--- src/rtl/fp_sqrt_pkg.sv ---
// Shared constants and state encoding for the
// single-precision square root engine.
package fp_sqrt_pkg;

  localparam logic [31:0] QNAN = 32'h7FC0_0000;
  localparam logic [31:0] PINF = 32'h7F80_0000;
  localparam int EXP_BIAS = 127;
  localparam int ITER_COUNT = 25;

  typedef enum logic [1:0] {
    IDLE,
    ITER,
    ROUND,
    DONE
  } state_t;

endpackage

--- src/rtl/fp_sqrt_step.sv ---
// One restoring square-root step: shifts in two
// radicand bits and tries subtracting 4*root+1.
module fp_sqrt_step #(
  parameter int QW = 25
) (
  input  logic [QW:0]   rem,
  input  logic [QW-1:0] root,
  input  logic [1:0]    bits,
  output logic [QW:0]   rem_next,
  output logic          root_bit,
  output logic          neg
);

  logic [QW+2:0] shifted;
  logic [QW+2:0] sub;
  logic          ge;

  assign shifted  = {rem, bits};
  assign sub      = {1'b0, root, 2'b01};
  assign ge       = shifted >= sub;
  assign rem_next = ge ? (QW+1)'(shifted - sub)
                       : shifted[QW:0];
  assign root_bit = ge;
  assign neg      = ~ge;

endmodule

--- src/rtl/fp_sqrt_core.sv ---
// Iterative IEEE-754 single sqrt: one root bit per
// cycle, round-to-nearest, special-case bypass.
module fp_sqrt_core
  import fp_sqrt_pkg::*;
#(
  parameter int DATA_WIDTH = 32,
  parameter int EXP_WIDTH  = 8,
  parameter int MANT_WIDTH = 23,
  parameter int EXP_BIAS   = fp_sqrt_pkg::EXP_BIAS
) (
  input  logic                  clk_i,
  input  logic                  rst_i,
  input  logic                  start_i,
  input  logic [DATA_WIDTH-1:0] operand_i,
  output logic                  busy_o,
  output logic                  done_o,
  output logic [DATA_WIDTH-1:0] norm_result_o,
  output logic [DATA_WIDTH-1:0] special_result_o,
  output logic                  special_sel_o
);

  localparam int QW = MANT_WIDTH + 2;
  localparam int RW = 2 * QW;

  state_t                state;
  logic [4:0]            cnt;
  logic [RW-1:0]         rad;
  logic [QW:0]           rem;
  logic [QW-1:0]         q;
  logic [EXP_WIDTH-1:0]  exp_q;

  logic                  sgn;
  logic [EXP_WIDTH-1:0]  exp_f;
  logic [MANT_WIDTH-1:0] man_f;
  logic signed [EXP_WIDTH:0] e_unb;
  logic signed [EXP_WIDTH:0] e_half;
  logic [EXP_WIDTH-1:0]  exp_res;
  logic [RW-1:0]         rad_init;

  assign {sgn, exp_f, man_f} = operand_i;
  assign e_unb  = $signed({1'b0, exp_f})
                - $signed((EXP_WIDTH+1)'(EXP_BIAS));
  assign e_half = e_unb >>> 1;
  assign exp_res = EXP_WIDTH'(e_half
                 + (EXP_WIDTH+1)'(EXP_BIAS));

  // Odd exponents take one extra shift so the root
  // always lands in [2^24, 2^25).
  assign rad_init = e_unb[0]
    ? (RW'({1'b1, man_f}) << (QW + 1))
    : (RW'({1'b1, man_f}) << QW);

  logic c_zero, c_inf, c_norm, c_qnan;
  logic                  spec_sel;
  logic [DATA_WIDTH-1:0] spec_val;

  assign c_zero = ~|exp_f;
  assign c_inf  = (&exp_f) & ~(|man_f) & ~sgn;
  assign c_norm = ~sgn & (|exp_f) & ~(&exp_f);
  assign c_qnan = ~(c_zero | c_inf | c_norm);

  always_comb begin
    spec_sel = 1'b1;
    spec_val = '0;
    unique case (1'b1)
      c_zero: spec_val = {sgn, {(DATA_WIDTH-1){1'b0}}};
      c_inf:  spec_val = PINF;
      c_qnan: spec_val = QNAN;
      c_norm: spec_sel = 1'b0;
      default: spec_sel = 1'b1;
    endcase
  end

  logic [QW:0] rem_next;
  logic        root_bit;
  logic        neg;

  fp_sqrt_step #(.QW(QW)) u_step (
    .rem      (rem),
    .root     (q),
    .bits     (rad[RW-1:RW-2]),
    .rem_next (rem_next),
    .root_bit (root_bit),
    .neg      (neg)
  );

  a_step: assert property (
    @(posedge clk_i) root_bit != neg);

  logic                  carry;
  logic [MANT_WIDTH-1:0] frac;
  logic [EXP_WIDTH-1:0]  exp_out;

  // All-ones root rounds up to the next binade.
  assign carry   = &q;
  assign frac    = q[MANT_WIDTH:1]
                 + MANT_WIDTH'(q[0]);
  assign exp_out = exp_q + EXP_WIDTH'(carry);

  always_ff @(posedge clk_i) begin
    if (rst_i) begin
      state            <= IDLE;
      cnt              <= '0;
      rad              <= '0;
      rem              <= '0;
      q                <= '0;
      exp_q            <= '0;
      busy_o           <= 1'b0;
      done_o           <= 1'b0;
      norm_result_o    <= '0;
      special_result_o <= '0;
      special_sel_o    <= 1'b0;
    end else begin
      unique case (state)
        IDLE: begin
          if (start_i) begin
            busy_o <= 1'b1;
            if (spec_sel) begin
              special_result_o <= spec_val;
              special_sel_o    <= 1'b1;
              norm_result_o    <= '0;
              done_o           <= 1'b1;
              state            <= DONE;
            end else begin
              rad   <= rad_init;
              rem   <= '0;
              q     <= '0;
              cnt   <= 5'(ITER_COUNT - 1);
              exp_q <= exp_res;
              state <= ITER;
            end
          end
        end
        ITER: begin
          rad <= rad << 2;
          rem <= rem_next;
          q   <= {q[QW-2:0], root_bit};
          if (cnt == '0) state <= ROUND;
          else cnt <= cnt - 5'd1;
        end
        ROUND: begin
          norm_result_o    <= {1'b0, exp_out, frac};
          special_result_o <= '0;
          special_sel_o    <= 1'b0;
          done_o           <= 1'b1;
          state            <= DONE;
        end
        DONE: begin
          done_o <= 1'b0;
          busy_o <= 1'b0;
          state  <= IDLE;
        end
        default: state <= IDLE;
      endcase
    end
  end

endmodule

--- config.mk ---
export PLATFORM = sky130hd
export DESIGN_NAME = fp_sqrt_core
export DESIGN_NICKNAME = d
export VERILOG_FILES = /design/src/rtl/fp_sqrt_pkg.sv /design/src/rtl/fp_sqrt_step.sv /design/src/rtl/fp_sqrt_core.sv
export SDC_FILE = /design/constraint.sdc
export NUM_CORES = 1
export LEC_CHECK = 0
export ABC_AREA = 1
export CAP_MARGIN = 0
export CORE_MARGIN = 2
export CORE_UTILIZATION = 35
export DETAILED_ROUTE_END_ITERATION = 8
export PLACE_DENSITY_LB_ADDON = 0.12
export SLEW_MARGIN = 20
export SYNTH_ARGS = -nofsm -noshare
export SYNTH_HDL_FRONTEND = slang
export SYNTH_SLANG_ARGS = --single-unit
--- constraint.sdc ---
create_clock -name clk_i -period 3.4 [get_ports clk_i]
set_input_delay 0.51 -clock clk_i [delete_from_list [all_inputs] [get_ports clk_i]]
set_output_delay 0.51 -clock clk_i [all_outputs]
set_load 0.02 [all_outputs]
==> report_table.html, run 1 <==
<table>
<tr><th>Metric</th><th>Value</th></tr>
<tr><th colspan="2">Power</th></tr>
<tr><td>Power density normalized to cell area</td><td>1000 nW/µm²</td></tr>
<tr><td>Max IR drop VDD</td><td>between 800 and 900 µV</td></tr>
<tr><td>Static power due to leakage</td><td>4.71 nW</td></tr>
<tr><th colspan="2">Clock network</th></tr>
<tr><td>Worst-case clock buffer depth</td><td>2</td></tr>
<tr><td>Total clock buffers created by CTS</td><td>17</td></tr>
<tr><td>CTS HTree Levels</td><td>4</td></tr>
<tr><td>CTS root buf</td><td>sky130_fd_sc_hd__clkbuf_16</td></tr>
<tr><td>Setup repair bufs after CTS</td><td>0</td></tr>
<tr><td>CTS tree</td><td>yes</td></tr>
<tr><td>Number of sinks handled by clock tree synthesis</td><td>around 130</td></tr>
<tr><td>Clock insertion delay at the later pin of the skew report</td><td>0.42 ns</td></tr>
<tr><td>Clock transition at the register clock pins on the worst setup and hold paths after CTS</td><td>around 0.070 ns</td></tr>
<tr><th colspan="2">STA</th></tr>
<tr><td>Number of hold-slack violations in the final timing report</td><td>0</td></tr>
<tr><td>Post-route clock skew</td><td>0.0103 ns</td></tr>
<tr><td>Max frequency</td><td>about 330 MHz</td></tr>
<tr><td>Final setup violating endpoints</td><td>0</td></tr>
<tr><td>Worst slew slack as a fraction of its limit</td><td>27.0%</td></tr>
<tr><td>Post-layout minimum cycle time</td><td>3.04 ns</td></tr>
<tr><td>Setup repair after global routing missed its margin</td><td>no</td></tr>
<tr><td>Slew Limit Fails</td><td>0</td></tr>
<tr><td>Final period util</td><td>89.4%</td></tr>
<tr><td>Setup_tns</td><td>0 ns</td></tr>
<tr><td>Actual slew at the worst max-slew pin</td><td>1.10 ns</td></tr>
<tr><th colspan="2">Critical path</th></tr>
<tr><td>CP Max Fanout</td><td>5</td></tr>
<tr><td>Category of the most critical setup path</td><td>reg -&gt; reg</td></tr>
<tr><td>Count of buffering cells on the critical path with inverters included</td><td>2</td></tr>
<tr><td>Most repeated library cell on the critical path</td><td>sky130_fd_sc_hd__nor2_1</td></tr>
<tr><td>Setup crit end kind</td><td>flip-flop</td></tr>
<tr><td>Element type at the critical path start</td><td>flip-flop</td></tr>
<tr><td>Critical path cell sequence</td><td>inv_1 &gt; nor3_2 &gt; nand2_1 &gt; nor2_1 &gt; nand4_1 &gt; nor2_1 &gt; nand3_1 &gt; nor3_1 &gt; buf_4 &gt; ha_1 &gt; ha_1 &gt; nand3_1 &gt; nor2_1 &gt; a21oi_1 &gt; nor3_1 &gt; o21ai_0 &gt; nor2_1</td></tr>
<tr><td>Worst endpoint data arrival time</td><td>3.40 ns</td></tr>
<tr><td>Largest stage delay on the critical path</td><td>0.39 ns</td></tr>
<tr><td>Data required time of the worst path</td><td>between 3 and 4 ns</td></tr>
<tr><td>Family with the most delay on the worst path</td><td>simple AND/OR/NAND/NOR gates</td></tr>
<tr><td>Slowest stage cell on the critical path</td><td>sky130_fd_sc_hd__dfxtp_1</td></tr>
<tr><th colspan="2">Die</th></tr>
<tr><td>Effective utilization at floorplan</td><td>35.7%</td></tr>
<tr><td>Ports</td><td>102</td></tr>
<tr><td>Total core area</td><td>25200 µm²</td></tr>
<tr><td>Die height</td><td>164 µm</td></tr>
<tr><td>Core Rows</td><td>58</td></tr>
<tr><td>Chip Width</td><td>164 µm</td></tr>
<tr><td>Die Footprint</td><td>roughly 27000 µm²</td></tr>
<tr><th colspan="2">Route</th></tr>
<tr><td>1st-pass router iterations</td><td>6</td></tr>
<tr><td>Number of nets with antenna violations after detailed routing</td><td>0</td></tr>
<tr><td>Routed length per placed instance</td><td>14.4 µm</td></tr>
<tr><td>Vias/cell</td><td>4.85</td></tr>
<tr><td>DRC viols</td><td>0</td></tr>
<tr><td>Count of routing violations after the opening detailed-route iteration</td><td>415</td></tr>
<tr><td>Routed wire length</td><td>between 20000 and 30000 µm</td></tr>
<tr><td>Routed vias</td><td>a little under 9000</td></tr>
<tr><th colspan="2">Final layout</th></tr>
<tr><td># nets final</td><td>1526</td></tr>
<tr><td>Number of antenna repair diodes</td><td>0</td></tr>
<tr><td>Layout cells sized above 1</td><td>6.28%</td></tr>
<tr><td>Synthesis-to-layout area growth</td><td>16.4%</td></tr>
<tr><td>Fin area</td><td>10500 µm²</td></tr>
<tr><th colspan="2">Run</th></tr>
<tr><td>Number of violations of the max-capacitance limit</td><td>0</td></tr>
<tr><th colspan="2">Logic synthesis</th></tr>
<tr><td>Fraction of the yosys area taken by sequential cells</td><td>~29%</td></tr>
<tr><td>Post-synth top flop</td><td>sky130_fd_sc_hd__dfxtp_1</td></tr>
<tr><td>EDFF count, synth</td><td>0</td></tr>
<tr><td>Top cell type's share of synthesized area</td><td>28.5%</td></tr>
<tr><td>Most common cell in the netlist</td><td>sky130_fd_sc_hd__nand2_1</td></tr>
<tr><td>Total standard cell area after synthesis</td><td>8990 µm²</td></tr>
<tr><td>Asr flop ratio synth</td><td>0%</td></tr>
<tr><td>Cell accounting for the most synthesized area</td><td>sky130_fd_sc_hd__dfxtp_1</td></tr>
<tr><td>Yosys warnings</td><td>0</td></tr>
<tr><td>Leading cell types by total area after synthesis</td><td>sky130_fd_sc_hd__dfxtp_1, sky130_fd_sc_hd__nand2_1, sky130_fd_sc_hd__inv_1, sky130_fd_sc_hd__a21oi_1, sky130_fd_sc_hd__ha_1</td></tr>
<tr><td>Number of storage elements in the synthesis netlist</td><td>128</td></tr>
<tr><td>Distinct cell type count after synthesis</td><td>47</td></tr>
<tr><td>Post-Synthesis Mean Instance Area</td><td>6.42 µm²</td></tr>
<tr><td>Most frequent cells after synthesis</td><td>sky130_fd_sc_hd__nand2_1, sky130_fd_sc_hd__inv_1, sky130_fd_sc_hd__dfxtp_1</td></tr>
<tr><td>Cells after synthesis</td><td>1400</td></tr>
<tr><th colspan="2">Global route</th></tr>
<tr><td>First-pass GRT wire length</td><td>42000 µm</td></tr>
<tr><td>Overflow after GRT</td><td>0</td></tr>
<tr><td>Via count of the first global-routing pass</td><td>8201</td></tr>
<tr><td>Global-route usage over all layers</td><td>19.6%</td></tr>
<tr><td>Largest net degree at the start of global routing</td><td>89</td></tr>
<tr><td>Antenna violations before repair</td><td>0</td></tr>
<tr><th colspan="2">Hold path</th></tr>
<tr><td>Type of the worst min-delay path</td><td>reg -&gt; reg</td></tr>
<tr><th colspan="2">Outcome</th></tr>
<tr><td>Outcome</td><td>complete, no violations</td></tr>
<tr><th colspan="2">Placement</th></tr>
<tr><td>I/O Buffers</td><td>78</td></tr>
<tr><td>Final RePlAce weighted congestion</td><td>0.851</td></tr>
<tr><td>Total cell area at the placement stage</td><td>about 9900 µm²</td></tr>
<tr><td>Half-perimeter wire length after placement</td><td>18800 µm</td></tr>
</table>
## report_power, final
part           internal [mW]  switching [mW]  leakage [nW]
Combinational           2.20            4.35          3.38
Sequential              1.83           0.216          1.04
Clock                   1.11           0.784         0.291
Total                   5.14            5.35          4.71
## cells in the final DEF (no fill, tap or decap), types with 3 or more instances in the layout
cell / count
sky130_fd_sc_hd__nand2_1: 402
sky130_fd_sc_hd__inv_1: 202
sky130_fd_sc_hd__dfxtp_1: 125
sky130_fd_sc_hd__a21oi_1: 120
sky130_fd_sc_hd__nand3_1: 84
sky130_fd_sc_hd__clkdlybuf4s50_1: 77
sky130_fd_sc_hd__nor2_1: 76
sky130_fd_sc_hd__o21ai_0: 72
sky130_fd_sc_hd__nand4_1: 40
sky130_fd_sc_hd__ha_1: 40
sky130_fd_sc_hd__o211ai_1: 24
sky130_fd_sc_hd__conb_1: 23
sky130_fd_sc_hd__xor2_1: 19
sky130_fd_sc_hd__buf_4: 19
sky130_fd_sc_hd__clkbuf_16: 17
sky130_fd_sc_hd__nor3_1: 15
sky130_fd_sc_hd__xnor2_1: 13
sky130_fd_sc_hd__nand3_2: 9
sky130_fd_sc_hd__o211a_1: 8
sky130_fd_sc_hd__a21oi_2: 6
sky130_fd_sc_hd__o21ai_1: 6
sky130_fd_sc_hd__inv_6: 6
sky130_fd_sc_hd__nor4_1: 5
sky130_fd_sc_hd__nor2_2: 4
sky130_fd_sc_hd__nand3b_1: 4
sky130_fd_sc_hd__a22oi_1: 4
sky130_fd_sc_hd__nor3_2: 3
sky130_fd_sc_hd__and2_1: 3
sky130_fd_sc_hd__a21o_1: 3
sky130_fd_sc_hd__clkinv_4: 3
sky130_fd_sc_hd__dfxtp_2: 3
## cell families (layout without fill, tap and decap cells)
group / count (synthesis) / count (layout) / share of synthesized area [%]
AOI/OAI and AO/OA: 250 / 250 / 15.9
xor gates and xnor gates: 32 / 32 / 3.12
adders and majority gates: 40 / 40 / 5.57
buffers and inverters: 293 / 335 / 14.8
DFF: 128 / 128 / 28.5
other: 1 / 23 / 0.0417
and+or+nand+nor: 656 / 656 / 32.0
## registers in the layout, summed over array words and instances, names as in the netlist
signal            flops
done_o                1
norm_result_o        31
special_sel_o         1
busy_o                1
exp_q                 8
rad                  25
cnt                   5
rem                  26
special_result_o      3
q                    25
state                 2
## worst register-to-register path, cell delays in order (launching register included)
cell	delay (ns)
sky130_fd_sc_hd__dfxtp_1	0.39
sky130_fd_sc_hd__inv_1	0.11
sky130_fd_sc_hd__nor3_2	0.25
sky130_fd_sc_hd__nand2_1	0.11
sky130_fd_sc_hd__nor2_1	0.21
sky130_fd_sc_hd__nand4_1	0.18
sky130_fd_sc_hd__nor2_1	0.17
sky130_fd_sc_hd__nand3_1	0.11
sky130_fd_sc_hd__nor3_1	0.20
sky130_fd_sc_hd__buf_4	0.17
sky130_fd_sc_hd__ha_1	0.17
sky130_fd_sc_hd__ha_1	0.19
sky130_fd_sc_hd__nand3_1	0.14
sky130_fd_sc_hd__nor2_1	0.15
sky130_fd_sc_hd__a21oi_1	0.08
sky130_fd_sc_hd__nor3_1	0.15
sky130_fd_sc_hd__o21ai_0	0.10
sky130_fd_sc_hd__nor2_1	0.11
## area by class of cell
cell class	instances	area, µm²
clock buffer	18	429
clock inverter	14	169
fill	2744	14700
inverter	206	776
multi-input combinational	1001	5180
sequential	128	2570
tap	330	413
timing repair buffer	97	933
## path summary, 6_finish.rpt
| check | start | endpoint | slack [ns] | depth (start not counted) |
|---|---|---|---|---|
| setup / recovery | q[2] | norm_result_o[29] | 0.36 | 17 |
| hold / removal | q[24] | q[24] | 0.47 | 2 |
| setup reg to reg | q[2] | norm_result_o[29] | 0.36 | 17 |
| hold reg to reg | q[24] | q[24] | 0.47 | 2 |
## routing by layer
metal	vias up	track usage, %	routed length (µm)
met2	162	33.2	12100
met1	3936	25.8	12500
met3	24	3.11	792
li1	4571	-	-
met5	-	0	0
met4	0	4.94	399
## stage by stage
step,utilization [%],std cells,hold WS [ns],setup WS [ns],power [mW]
6_report,41.6,1794,0.469,0.362,10.5
2_1_floorplan,-,1422,0.440,1.01,4.81
3_5_place_dp,39.1,1762,0.459,0.266,8.03
3_3_place_gp,39.1,1762,0.455,0.212,6.46
4_1_cts,41.5,1794,0.469,0.215,9.97
5_1_grt,41.6,1794,0.493,0.0133,14.7
## timing repair
| action | CTS | global route |
|---|---|---|
| hold buffers | 0 | 0 |
| endpoints found under the setup margin | 0 | 2 |
| gates resized for setup | 0 | 4 |
Note: power is estimated with default switching activity, not from simulation.
==> run 2, diff against run 1 <==
- clock period: 3.4 -> 3.7 ns (I/O delays scaled with it)
==> report_table.html, run 2 (synthesis results as in run 1) <==
<table>
<tr><th>Metric</th><th>Value</th></tr>
<tr><th colspan="2">Global route</th></tr>
<tr><td>Global-route usage over all layers</td><td>19.8% (+0.27 points)</td></tr>
<tr><td>Overflow after GRT</td><td>0 (unchanged)</td></tr>
<tr><td>Antenna violations before repair</td><td>0 (unchanged)</td></tr>
<tr><td>Largest net degree at the start of global routing</td><td>89 (unchanged)</td></tr>
<tr><td>First-pass GRT wire length</td><td>42600 µm (+1.5%)</td></tr>
<tr><td>Via count of the first global-routing pass</td><td>8568 (+4.5%)</td></tr>
<tr><th colspan="2">Route</th></tr>
<tr><td>DRC viols</td><td>0 (unchanged)</td></tr>
<tr><td>Vias/cell</td><td>4.87 (+0.50%)</td></tr>
<tr><td>Routed length per placed instance</td><td>14.4 µm (+0.14%)</td></tr>
<tr><td>Routed wire length</td><td>25800 µm (about the same)</td></tr>
<tr><td>Routed vias</td><td>8717 (+0.28%)</td></tr>
<tr><td>Count of routing violations after the opening detailed-route iteration</td><td>601 (+45%)</td></tr>
<tr><td>Number of nets with antenna violations after detailed routing</td><td>0 (unchanged)</td></tr>
<tr><td>1st-pass router iterations</td><td>5 (-1)</td></tr>
<tr><th colspan="2">Clock network</th></tr>
<tr><td>Clock transition at the register clock pins on the worst setup and hold paths after CTS</td><td>0.07 ns (about the same)</td></tr>
<tr><td>CTS tree</td><td>yes</td></tr>
<tr><td>Post-cts hold buffer count</td><td>0 (unchanged)</td></tr>
<tr><td>CTS root buf</td><td>sky130_fd_sc_hd__clkbuf_16</td></tr>
<tr><td>Total clock buffers created by CTS</td><td>17 (unchanged)</td></tr>
<tr><td>Clock insertion delay at the later pin of the skew report</td><td>0.43 ns (about the same)</td></tr>
<tr><td>CTS HTree Levels</td><td>4 (unchanged)</td></tr>
<tr><td>Worst-case clock buffer depth</td><td>2 (unchanged)</td></tr>
<tr><td>Number of sinks handled by clock tree synthesis</td><td>128 (unchanged)</td></tr>
<tr><th colspan="2">Hold path</th></tr>
<tr><td>WHS Endpoint</td><td>q[24]</td></tr>
<tr><td>Launch instance of the worst min-delay path</td><td>q[24]</td></tr>
<tr><td>Worst Hold Path Cells</td><td>2 (unchanged)</td></tr>
<tr><td>Type of the worst min-delay path</td><td>reg -&gt; reg</td></tr>
<tr><th colspan="2">Die</th></tr>
<tr><td>Ports</td><td>102 (unchanged)</td></tr>
<tr><td>Total core area</td><td>25200 µm² (unchanged)</td></tr>
<tr><td>Die Footprint</td><td>27000 µm² (unchanged)</td></tr>
<tr><td>Core Rows</td><td>58 (unchanged)</td></tr>
<tr><td>Effective utilization at floorplan</td><td>35.7% (unchanged)</td></tr>
<tr><td>Chip Width</td><td>164 µm (unchanged)</td></tr>
<tr><td>Die height</td><td>164 µm (unchanged)</td></tr>
<tr><th colspan="2">Critical path</th></tr>
<tr><td>CP Max Fanout</td><td>6 (+1)</td></tr>
<tr><td>Critical path cell sequence</td><td>inv_1 &gt; nor3_1 &gt; nand2_1 &gt; nor2_1 &gt; nand4_1 &gt; nor2_1 &gt; nand3_1 &gt; nor3_2 &gt; ha_1 &gt; ha_1 &gt; nand3_1 &gt; nor2_1 &gt; a21oi_1 &gt; nor3_1 &gt; o21ai_0 &gt; nor2_1</td></tr>
<tr><td>Slowest stage cell on the critical path</td><td>sky130_fd_sc_hd__dfxtp_1</td></tr>
<tr><td>Data required time of the worst path</td><td>4.06 ns (+0.30 ns)</td></tr>
<tr><td>Largest stage delay on the critical path</td><td>0.42 ns (+0.03 ns)</td></tr>
<tr><td>Number of cells on the worst reg-to-reg path</td><td>16 (-1)</td></tr>
<tr><td>Startpoint of the worst register-to-register path</td><td>q[3]</td></tr>
<tr><td>Setup crit end kind</td><td>flip-flop</td></tr>
<tr><td>Family with the most delay on the worst path</td><td>simple AND/OR/NAND/NOR gates</td></tr>
<tr><td>Category of the most critical setup path</td><td>reg -&gt; reg</td></tr>
<tr><td>Worst endpoint data arrival time</td><td>3.62 ns (+0.22 ns)</td></tr>
<tr><td>Endpoint of the worst-slack reg-to-reg timing path</td><td>norm_result_o[29]</td></tr>
<tr><td>Count of buffering cells on the critical path with inverters included</td><td>1 (-1)</td></tr>
<tr><td>FF-to-FF setup slack</td><td>0.44 ns (+0.08 ns)</td></tr>
<tr><td>Most repeated library cell on the critical path</td><td>sky130_fd_sc_hd__nor2_1</td></tr>
<tr><td>Element type at the critical path start</td><td>flip-flop</td></tr>
<tr><th colspan="2">Outcome</th></tr>
<tr><td>Outcome</td><td>complete, no violations</td></tr>
<tr><th colspan="2">STA</th></tr>
<tr><td>Final setup violating endpoints</td><td>0 (unchanged)</td></tr>
<tr><td>Final period util</td><td>88.0% (-1.4 points)</td></tr>
<tr><td>Slew Limit Fails</td><td>0 (unchanged)</td></tr>
<tr><td>Worst slew slack as a fraction of its limit</td><td>28.8% (+1.8 points)</td></tr>
<tr><td>Setup_tns</td><td>0 ns (unchanged)</td></tr>
<tr><td>Max frequency</td><td>307 MHz (-6.7%)</td></tr>
<tr><td>Actual slew at the worst max-slew pin</td><td>1.07 ns (-0.0274 ns)</td></tr>
<tr><td>Number of hold-slack violations in the final timing report</td><td>0 (unchanged)</td></tr>
<tr><td>Post-route clock skew</td><td>0.0155 ns (+0.00516 ns)</td></tr>
<tr><td>Post-layout minimum cycle time</td><td>3.26 ns (+0.217 ns)</td></tr>
<tr><td>Setup repair after global routing missed its margin</td><td>no</td></tr>
<tr><th colspan="2">Final layout</th></tr>
<tr><td>Fillers</td><td>2720 (-0.87%)</td></tr>
<tr><td>Top reg by flops</td><td>norm_result_o</td></tr>
<tr><td>Number of antenna repair diodes</td><td>0 (unchanged)</td></tr>
<tr><td>Fin area</td><td>10500 µm² (about the same)</td></tr>
<tr><td>Commonest cells after routing, fill and taps aside</td><td>sky130_fd_sc_hd__nand2_1, sky130_fd_sc_hd__inv_1, sky130_fd_sc_hd__dfxtp_1</td></tr>
<tr><td>Synthesis-to-layout area growth</td><td>16.5% (about the same)</td></tr>
<tr><td>Layout cells sized above 1</td><td>5.82% (-0.46 points)</td></tr>
<tr><td>Area of the multi-input gates</td><td>5180 µm² (unchanged)</td></tr>
<tr><td>Most frequent standard cell in the layout excluding fill and tap cells</td><td>sky130_fd_sc_hd__nand2_1</td></tr>
<tr><td>Registers with the highest flip-flop counts</td><td>norm_result_o: 31 flops, rem: 26 flops</td></tr>
<tr><td># nets final</td><td>1522 (-0.26%)</td></tr>
<tr><td>Flip-flop count of the largest register, all copies and words added</td><td>31 (unchanged)</td></tr>
<tr><td>Register area</td><td>2560 µm² (-0.15%)</td></tr>
<tr><th colspan="2">Placement</th></tr>
<tr><td>Half-perimeter wire length after placement</td><td>18700 µm (-0.42%)</td></tr>
<tr><td>Final RePlAce weighted congestion</td><td>0.872 (+2.4%)</td></tr>
<tr><td>I/O Buffers</td><td>78 (unchanged)</td></tr>
<tr><td>Total cell area at the placement stage</td><td>9830 µm² (-0.30%)</td></tr>
<tr><th colspan="2">Run</th></tr>
<tr><td>Number of violations of the max-capacitance limit</td><td>0 (unchanged)</td></tr>
<tr><th colspan="2">Power</th></tr>
<tr><td>Max IR drop VDD</td><td>580 µV (-29%)</td></tr>
<tr><td>Power density normalized to cell area</td><td>677 nW/µm² (-32%)</td></tr>
<tr><td>Static power due to leakage</td><td>4.70 nW (-0.22%)</td></tr>
<tr><td>Post-route total power</td><td>7.08 mW (-32%)</td></tr>
</table>
run 2: cell types whose count changed in the layout (fill, tap and decap cells not counted), sizes merged:
cell / change
bufinv: +2
buf: -4
clkinvlp: +1
inv: -3
run 2: through the flow:
step	cells	hold WS, ns	util (%)	worst slack (ns)
floorplan	1422	0.440	-	1.27
global placement	1758	0.454	39.0	0.356
detailed placement	1758	0.457	39.0	0.403
CTS	1790	0.469	41.5	0.374
global route	1790	0.484	41.6	0.124
finish	1790	0.467	41.6	0.445
run 2: report_power, final:
part | switching (mW) | total (mW) | internal, mW
combinational | 2.26 | 3.44 | 1.18
sequential | 0.161 | 1.80 | 1.64
clock | 0.699 | 1.84 | 1.14
total | 3.12 | 7.08 | 3.96
run 2: worst max path at each step:
stage                  start                 to  slack (ns)  cells past startpoint
2_1_floorplan  operand_i[23]            rad[48]        1.27                     14
6_report                q[3]  norm_result_o[29]        0.44                     16
3_5_place_dp            q[3]  norm_result_o[29]        0.40                     16
3_3_place_gp            q[3]  norm_result_o[29]        0.36                     16
5_1_grt                 q[3]  norm_result_o[30]        0.12                     16
4_1_cts                 q[3]  norm_result_o[29]        0.37                     16
run 2: timing repair:
action / 4_1_cts / 5_1_grt
buffers inserted: 0 / 0
resized for setup: 0 / 1
endpoints found under the setup margin: 0 / 2
run 2: layout make-up:
cell class                      count  area share (%)
Clock buffer                       18            4.10
Clock inverter                     14            1.95
Inverter                          206            7.41
Multi-Input combinational cell   1001            49.5
Sequential cell                   128            24.5
Tap cell                          330            3.95
Timing Repair Buffer               93            8.63
run 2: worst register-to-register path, cell delays in order (launching register included):
cell	delay, ns
sky130_fd_sc_hd__dfxtp_1	0.42
sky130_fd_sc_hd__inv_1	0.14
sky130_fd_sc_hd__nor3_1	0.30
sky130_fd_sc_hd__nand2_1	0.12
sky130_fd_sc_hd__nor2_1	0.21
sky130_fd_sc_hd__nand4_1	0.19
sky130_fd_sc_hd__nor2_1	0.18
sky130_fd_sc_hd__nand3_1	0.13
sky130_fd_sc_hd__nor3_2	0.35
sky130_fd_sc_hd__ha_1	0.26
sky130_fd_sc_hd__ha_1	0.19
sky130_fd_sc_hd__nand3_1	0.12
sky130_fd_sc_hd__nor2_1	0.14
sky130_fd_sc_hd__a21oi_1	0.08
sky130_fd_sc_hd__nor3_1	0.18
sky130_fd_sc_hd__o21ai_0	0.11
sky130_fd_sc_hd__nor2_1	0.11
run 2: per-layer routing:
metal / global-route usage [%] / wire length, µm / part of all wire [%]
met5: 0 / 0 / 0
met2: 33.0 / 12000 / 46
met3: 3.08 / 798 / 3.1
met4: 5.98 / 563 / 2.2
met1: 26.4 / 12400 / 48
